<file path="src/rtl/inert_spi_serf.sv">
// SPI responder model of the inertial sensor: 16-bit frames, config registers, sample snapshots, INT.
// Optional STATUS register at 0x1E (INT + overrun) is enabled by defining INERT_SERF_STATUS_EN.
module inert_spi_serf #(
  parameter logic [7:0]  WHOAMI_VAL = 8'h6A,
  parameter int unsigned SYNC_STG   = 2
) (
  input  logic        clk,
  input  logic        rst,
  input  logic        SS_n,
  input  logic        SCLK,
  input  logic        MOSI,
  output logic        MISO,
  output logic        INT,
  input  logic        smpl_vld,
  input  logic [15:0] roll_rt,
  input  logic [15:0] yaw_rt,
  input  logic [15:0] AY,
  input  logic [15:0] AZ
);

  typedef enum logic [1:0] {IDLE, CMD, DATA} state_t;

  logic [SYNC_STG-1:0] sclk_sync, ss_sync, mosi_sync;
  logic        sclk_prev, ss_prev;
  logic        sclk_s, ss_s, mosi_s;
  logic        sclk_rise, ss_rise, ss_fall;

  state_t      state_q, state_d;
  logic [3:0]  cnt_q, cnt_d;
  logic        full_q, full_d;
  logic [15:0] shft_q, shft_d;
  logic        frame_done, end_frame, transfer;
  logic        wr_en, rd_done;
  logic [6:0]  fr_addr;
  logic [7:0]  cmd_byte, rdata;

  logic [7:0]  int_ctrl_q, ctrl1_q, ctrl2_q, ctrl5_q;
  logic [15:0] roll_q, yaw_q, ay_q, az_q;
  logic [15:0] roll_h, yaw_h, ay_h, az_h;
  logic        pend_q, int_q, int_d;
  logic        ovr_q;

  // SCLK and SS_n idle high, so their synchronizers reset high to avoid a false edge
  always_ff @(posedge clk or posedge rst) begin
    if (rst) begin
      sclk_sync <= '1;
      ss_sync   <= '1;
      mosi_sync <= '0;
      sclk_prev <= 1'b1;
      ss_prev   <= 1'b1;
    end else begin
      sclk_sync <= {sclk_sync[SYNC_STG-2:0], SCLK};
      ss_sync   <= {ss_sync[SYNC_STG-2:0], SS_n};
      mosi_sync <= {mosi_sync[SYNC_STG-2:0], MOSI};
      sclk_prev <= sclk_s;
      ss_prev   <= ss_s;
    end
  end

  assign sclk_s    = sclk_sync[SYNC_STG-1];
  assign ss_s      = ss_sync[SYNC_STG-1];
  assign mosi_s    = mosi_sync[SYNC_STG-1];
  assign sclk_rise = sclk_s & ~sclk_prev;
  assign ss_rise   = ss_s & ~ss_prev;
  assign ss_fall   = ~ss_s & ss_prev;

  assign cmd_byte  = {shft_q[6:0], mosi_s};
  assign fr_addr   = shft_q[14:8];

  always_comb begin
    rdata = '0;
    if (cmd_byte[7]) begin
      case (cmd_byte[6:0])
        7'h0D: rdata = int_ctrl_q;
        7'h0F: rdata = WHOAMI_VAL;
        7'h10: rdata = ctrl1_q;
        7'h11: rdata = ctrl2_q;
        7'h14: rdata = ctrl5_q;
`ifdef INERT_SERF_STATUS_EN
        7'h1E: rdata = {6'b0, ovr_q, int_q};
`endif
        7'h24: rdata = roll_q[7:0];
        7'h25: rdata = roll_q[15:8];
        7'h26: rdata = yaw_q[7:0];
        7'h27: rdata = yaw_q[15:8];
        7'h2A: rdata = ay_q[7:0];
        7'h2B: rdata = ay_q[15:8];
        7'h2C: rdata = az_q[7:0];
        7'h2D: rdata = az_q[15:8];
        default: rdata = '0;
      endcase
    end
  end

  always_comb begin
    state_d    = state_q;
    cnt_d      = cnt_q;
    full_d     = full_q;
    shft_d     = shft_q;
    frame_done = 1'b0;
    end_frame  = 1'b0;
    case (state_q)
      IDLE: begin
        if (ss_fall) begin
          state_d = CMD;
          cnt_d   = '0;
          full_d  = 1'b0;
        end
      end
      default: begin
        if (ss_fall) begin
          state_d = CMD;
          cnt_d   = '0;
          full_d  = 1'b0;
        end else if (ss_rise) begin
          state_d    = IDLE;
          end_frame  = 1'b1;
          frame_done = (state_q == DATA) && full_q;
        end else if (sclk_rise) begin
          cnt_d = cnt_q + 4'd1;
          if (state_q == CMD && cnt_q == 4'd7) begin
            // read data is loaded above the command byte so it leaves MISO next
            shft_d  = {rdata, cmd_byte};
            state_d = DATA;
          end else begin
            shft_d = {shft_q[14:0], mosi_s};
          end
          if (state_q == DATA) full_d = (cnt_q == 4'd15);
        end
      end
    endcase
  end

  always_ff @(posedge clk or posedge rst) begin
    if (rst) begin
      state_q <= IDLE;
      cnt_q   <= '0;
      full_q  <= 1'b0;
      shft_q  <= '0;
    end else begin
      state_q <= state_d;
      cnt_q   <= cnt_d;
      full_q  <= full_d;
      shft_q  <= shft_d;
    end
  end

  assign wr_en    = frame_done & ~shft_q[15];
  assign rd_done  = frame_done & shft_q[15];
  assign transfer = pend_q & ((state_q == IDLE) | end_frame);

  // a transfer in the same cycle as a clearing event wins
  always_comb begin
    int_d = int_q;
    if (rd_done && fr_addr == 7'h2D) int_d = 1'b0;
    if (wr_en && fr_addr == 7'h0D && !shft_q[1]) int_d = 1'b0;
    if (transfer && int_ctrl_q[1]) int_d = 1'b1;
  end

  always_ff @(posedge clk or posedge rst) begin
    if (rst) begin
      int_ctrl_q <= '0;
      ctrl1_q    <= '0;
      ctrl2_q    <= '0;
      ctrl5_q    <= '0;
      roll_q     <= '0;
      yaw_q      <= '0;
      ay_q       <= '0;
      az_q       <= '0;
      roll_h     <= '0;
      yaw_h      <= '0;
      ay_h       <= '0;
      az_h       <= '0;
      pend_q     <= 1'b0;
      int_q      <= 1'b0;
    end else begin
      if (wr_en) begin
        case (fr_addr)
          7'h0D: int_ctrl_q <= shft_q[7:0];
          7'h10: ctrl1_q    <= shft_q[7:0];
          7'h11: ctrl2_q    <= shft_q[7:0];
          7'h14: ctrl5_q    <= shft_q[7:0];
          default: ;
        endcase
      end
      if (smpl_vld) begin
        roll_h <= roll_rt;
        yaw_h  <= yaw_rt;
        ay_h   <= AY;
        az_h   <= AZ;
      end
      if (transfer) begin
        roll_q <= roll_h;
        yaw_q  <= yaw_h;
        ay_q   <= ay_h;
        az_q   <= az_h;
      end
      pend_q <= smpl_vld | (pend_q & ~transfer);
      int_q  <= int_d;
    end
  end

`ifdef INERT_SERF_STATUS_EN
  always_ff @(posedge clk or posedge rst) begin
    if (rst) begin
      ovr_q <= 1'b0;
    end else if (transfer && int_q) begin
      ovr_q <= 1'b1;
    end else if (rd_done && fr_addr == 7'h1E) begin
      ovr_q <= 1'b0;
    end
  end
`else
  assign ovr_q = 1'b0;
`endif

  assign MISO = shft_q[15];
  assign INT  = int_q;

endmodule

</file>
<file path="config.mk">
export PLATFORM = sky130hd
export DESIGN_NAME = inert_spi_serf
export DESIGN_NICKNAME = d
export VERILOG_FILES = /design/src/rtl/inert_spi_serf.sv
export SDC_FILE = /design/constraint.sdc
export NUM_CORES = 1
export LEC_CHECK = 0
export CORE_MARGIN = 2
export CORE_UTILIZATION = 55
export CTS_CLUSTER_DIAMETER = 100
export CTS_CLUSTER_SIZE = 25
export DETAILED_ROUTE_END_ITERATION = 6
export DONT_BUFFER_PORTS = 1
export GPL_TIMING_DRIVEN = 1
export PLACE_DENSITY = 0.85
export RECOVER_POWER = 25
export SETUP_SLACK_MARGIN = 0.2
export SYNTH_ARGS = -nofsm -noshare
export SYNTH_HDL_FRONTEND = slang
export SYNTH_SLANG_ARGS = --single-unit
</file>
<file path="constraint.sdc">
create_clock -name clk -period 6.2 [get_ports clk]
set_clock_uncertainty 0.2 [all_clocks]
set_input_delay 1.24 -clock clk [delete_from_list [all_inputs] [get_ports clk]]
set_output_delay 1.24 -clock clk [all_outputs]
set_load 0.005 [all_outputs]
</file>
Word level (Yosys, flattened, before mapping)
Index checks and enable logic that the tools add are counted.
W data, S select, Z words.
- reductions and logical operators: 21
- eq/ne operators: 24
- add/subtract/negate cells: 1
- multiplexer cells: 29
- bitwise operators: 17
- operators by type and width (kind ; number):
    $pmux W8 S13 ; 1
    $eq A7 B6 Y1 const B ; 9
    $eq A7 B5 Y1 const B ; 6
    $eq A7 B4 Y1 const B ; 3
    $mux W4 ; 5
    $mux W16 ; 1
    $mux W1 ; 15
    $mux W2 ; 6
    $reduce_bool A3 Y1 ; 3
    $mux W8 ; 1
    $not A1 Y1 ; 8
    $reduce_and A2 Y1 ; 4
    $reduce_and A4 Y1 ; 2
    $and A1 B1 Y1 ; 7
    $logic_and A1 B1 Y1 ; 6
    $reduce_and A3 Y1 ; 2
    $add A4 B1 Y4 const B ; 1
    $eq A4 B3 Y1 const B ; 1
    $eq A4 B4 Y1 const B ; 1
    $reduce_bool A2 Y1 ; 2
    $eq A2 B1 Y1 const B ; 1
    $eq A2 B2 Y1 const B ; 1
    $logic_not A2 Y1 ; 1
    $ne A2 B1 Y1 const B ; 1
    other kinds (3) ; 4
- word-level logic and storage cells: 115
- register bits: 193
- output and inout bits: 2
- input port bits: 70

Logic depth before layout (Yosys ltp)
- depth after elaboration: 10
- depth in mapped cells: 9
- mapped depth without buffers: 7

Least setup slack after synthesis
No wires, ideal clock.
- kind: register -> register
- start point: reg ss_sync[1]
- end point: reg ctrl5_q[0]
- cell stages (with the launch flop): 7
- path buffers: 1
- arrival time: 2627 ps
- data required time: 5875 ps
- clock period less this slack: 2952 ps
- path slack: 3248 ps
- setup time: 125 ps
- cell sequence: dfstp_2 -> ha_1 -> or3b_1 -> or4b_4 -> or4b_1 -> buf_6 -> mux2_4
- cells in the longest elaborated chain, start to end: 6
- elaborated cells on any way between the ends: 8
- classes of those cells: 3 x mux; 4 x bitwise; 1 x reduce/logical
- ends and longest elaborated chain (element ; RTL line ; text):
    start: declaration ; 23 ; logic [SYNC_STG-1:0] sclk_sync, ss_sync, mosi_sync;
    start signal: assignment ; 53 ; ss_sync <= {ss_sync[SYNC_STG-2:0], SS_n};
    $and A1 B1 Y1 / $not A1 Y1 (equally long branches) ; 64, 65 ;
    $mux W1 / $and A1 B1 Y1 (equally long branches) ; 115, 65 ;
    $mux W1 (*) ; 111 ; if (ss_fall) begin
    $mux W1 (*) ; 102 ; case (state_q)
    $and A1 B1 Y1 (*) ; 148 ; assign wr_en = frame_done & ~shft_q[15];
    $reduce_and A2 Y1 (no source line) (*) ; n/a ;
    end signal: assignment ; 182 ; 7'h14: ctrl5_q <= shft_q[7:0];
    end: declaration ; 37 ; logic [7:0] int_ctrl_q, ctrl1_q, ctrl2_q, ctrl5_q;
Mark *: on every way between the ends. The rest lies on a longest branch, timed or not.
A chain may end at the register's enable or synchronous reset.

Worst setup path after layout
- start point: reg shft_q[1]
- end point: reg shft_q[14]
- cells in the longest elaborated chain, start to end: 4
- elaborated cells on any way between the ends: 16
- classes of those cells: 13 x eq/ne; 3 x mux
- ends and longest elaborated chain (element ; RTL line ; text):
    start: declaration ; 31 ; logic [15:0] shft_q, shft_d;
    start signal: assignment ; 144 ; shft_q <= shft_d;
    $eq A7 B6 Y1 (tied with other cells) ; 73 ; case (cmd_byte[6:0])
    $pmux W8 S13 (*) ; 73 ;
    $mux W8 (*) ; 72 ; if (cmd_byte[7]) begin
    $mux W16 (*) ; 121 ; if (state_q == CMD && cnt_q == 4'd7) begin
Marks and branches as above.

==> flow_summary.json <==
{
  "drv_cap": 0,
  "worstHoldStart": "mosi_sync[0]",
  "post_cts_buffers": 0,
  "htree_levels": 4,
  "finalSetupTns_ps": 0,
  "syn_area_per_cell_um2": 12.8,
  "rr_startpoint": "shft_q[1]",
  "synth_top_area_share_pct": 54.5,
  "critPathCaptureType": "flop",
  "netlist_instances": 673,
  "pin_count": 72,
  "fin_crit_sh_pct": 53.0,
  "first_iter_violations": 542,
  "startpoint": "shft_q[1]",
  "status": "completed",
  "cts_inserted_buffers": 17,
  "vias": 5466,
  "max-vdd-ir-drop_mv": 0.239,
  "ys_seq_elements": 193,
  "final-hold-violation-count": 0,
  "synth_nets": 747,
  "rsz0062_at_grt": "no",
  "worst-path-buf-inv": 0,
  "die_h_um": 129,
  "die_w_um": 129,
  "synth_cell_type_count": 64,
  "async_flop_share_pct": 100,
  "hold_buffers": 0,
  "grt-ovfl-total": 0,
  "grt_pass1_wl_um": 31500,
  "synth-seq-area-share_pct": 56.4,
  "yosys.area.top_type": "dfrtp_1",
  "num_rows": 45,
  "dieArea_um2": 16600,
  "synth_common_cells": "dfrtp_1 (187), mux2_2 (160), clkbuf_1 (42)",
  "post_cts_resized": 0,
  "clkSinkCount": 193,
  "clock_latency_ps": 430,
  "synth_edf_count": 0,
  "arrival_ps": 3430,
  "clock_path_buffers": 2,
  "final_cells": 856,
  "synth_area_um2": 8580,
  "drive_gt1_share_pct": 33.2,
  "max_stage_delay_ps": 910,
  "cpMaxStageDelayCell": "dfrtp_1",
  "cp_cell_sequence": "nor4bb_1, nand3_1, a311oi_1, o21ai_0, o21ai_0",
  "dp_cells": 824,
  "nets": 729,
  "fin_ws_ps": 2910,
  "required_ps": 6340,
  "vias_per_cell": 6.39,
  "finalSetupViolCount": 0,
  "initial_utilization_pct": 56.5,
  "cp_max_fo": 27,
  "antenna_found_initial": 0,
  "drt-pass1-iter-count": 5,
  "drc_errors": 0,
  "ant_nets": 0,
  "placement.io_buffers": 0,
  "cp-start-kind": "flop",
  "hold_class": "flop to flop",
  "ys_top_cells_by_area": "dfrtp_1 (55%), mux2_2 (21%), dfstp_2 (1.8%), clkbuf_1 (1.8%), o21ai_0 (1.7%)",
  "fmax_mhz": 304,
  "cp_top_family": "compound AO/OA/AOI/OAI gates",
  "yosys_warnings": 0,
  "max_slew_margin_pct": 32.5,
  "grt_pass1_vias": 5687,
  "synth_most_common_cell": "dfrtp_1",
  "post_drt_wl_per_cell_um": 22.8,
  "grt_max_degree": 194,
  "post-route-min-period_ps": 3290,
  "p_per_area_nw_per_um2": 386,
  "dp_slack_ps": 2980,
  "routed_wl_um": 19500,
  "core_um2": 15200,
  "clk_pin_slew_worst_paths_ps": 70,
  "grt_use_total_pct": 25.1,
  "hpwl_um": 13300,
  "maxSlewViolCount": 0,
  "whs_ps": 150,
  "crit_top_cell": "o21ai_0",
  "worst_pin_slew_ps": 1010,
  "antenna_cells": 0,
  "path_class": "flop to flop",
  "syn_to_final_growth_pct": 8.66,
  "root_buffer": "clkbuf_16",
  "p_leak_uw": 0.00389,
  "ys_dominant_reg_cell": "dfrtp_1",
  "gp_congestion": 0.886,
  "tritoncts": "built"
}
## routing by layer
layer  part of all wire [%]  routed length (um)  global-route usage, %
met1                     42                8150                   33.2
met2                     50                9720                   39.7
met3                    5.4                1060                   6.40
met4                    3.1                 603                   10.7
met5                      0                   0                      0
## worst reg2reg max path: stages, from the launching register on
cell	delay, ps
dfrtp_1	910
nor4bb_1	860
nand3_1	160
a311oi_1	520
o21ai_0	300
o21ai_0	250
## area by class of cell
class	instances	area, um2
fill	1163	5880
sequential	193	4840
tap	188	235
inverter	12	46.3
clock inverter	12	124
clock buffer	20	467
multi-input combinational	422	3540
timing repair buffer	9	80.1
## stage by stage
stage	power, uW	cell area (um2)	utilization (%)
global route	3780	9330	61.3
global placement	2480	8740	57.5
finish	3600	9330	61.3
floorplan	2280	8590	-
detailed placement	2540	8740	57.5
CTS	3610	9330	61.4
## sequential cells by signal (all words and copies together) (netlist names), 8 cells and up
register,cells
int_ctrl_q,8
yaw_q,16
ctrl1_q,8
ay_q,16
roll_h,16
ay_h,16
roll_q,16
shft_q,16
az_h,16
ctrl5_q,8
az_q,16
ctrl2_q,8
yaw_h,16
## path summary, 6_finish.rpt
check | to | slack (ps) | cells after the start
worst max-delay path | shft_q[14] | 2910 | 5
worst min-delay path | mosi_sync[1] | 150 | 0
worst max register to register | shft_q[14] | 2910 | 5
worst min register to register | mosi_sync[1] | 150 | 0
max in group asynchronous | az_h[11] | 4270 | 2
min in group asynchronous | yaw_q[1] | 780 | 2
## placed cells by master (no fill, tap or decap), drive strengths merged, types with 6 or more instances in the layout
master / n
nor3: 7
nor4: 6
a21oi: 16
nor2b: 6
nand2: 35
nand4: 22
buf: 9
clkbuf: 20
dfstp: 6
a22oi: 9
o21ai: 29
dfrtp: 187
inv: 15
nor4bb: 6
mux2: 168
nor2: 18
nand3: 19
## cells by family after synthesis
| group | synth area share, % |
|---|---|
| fa+ha+maj | 0.583 |
| mux | 22.9 |
| buf+inv | 2.62 |
| compound gates | 7.57 |
| flops | 56.4 |
| simple gates | 10.0 |
## power breakdown
part | switching [uW] | internal [uW]
sequential | 246 | 1510
clock | 479 | 594
combinational | 419 | 350
total | 1140 | 2460
Note: power is estimated with default switching activity, not from simulation.
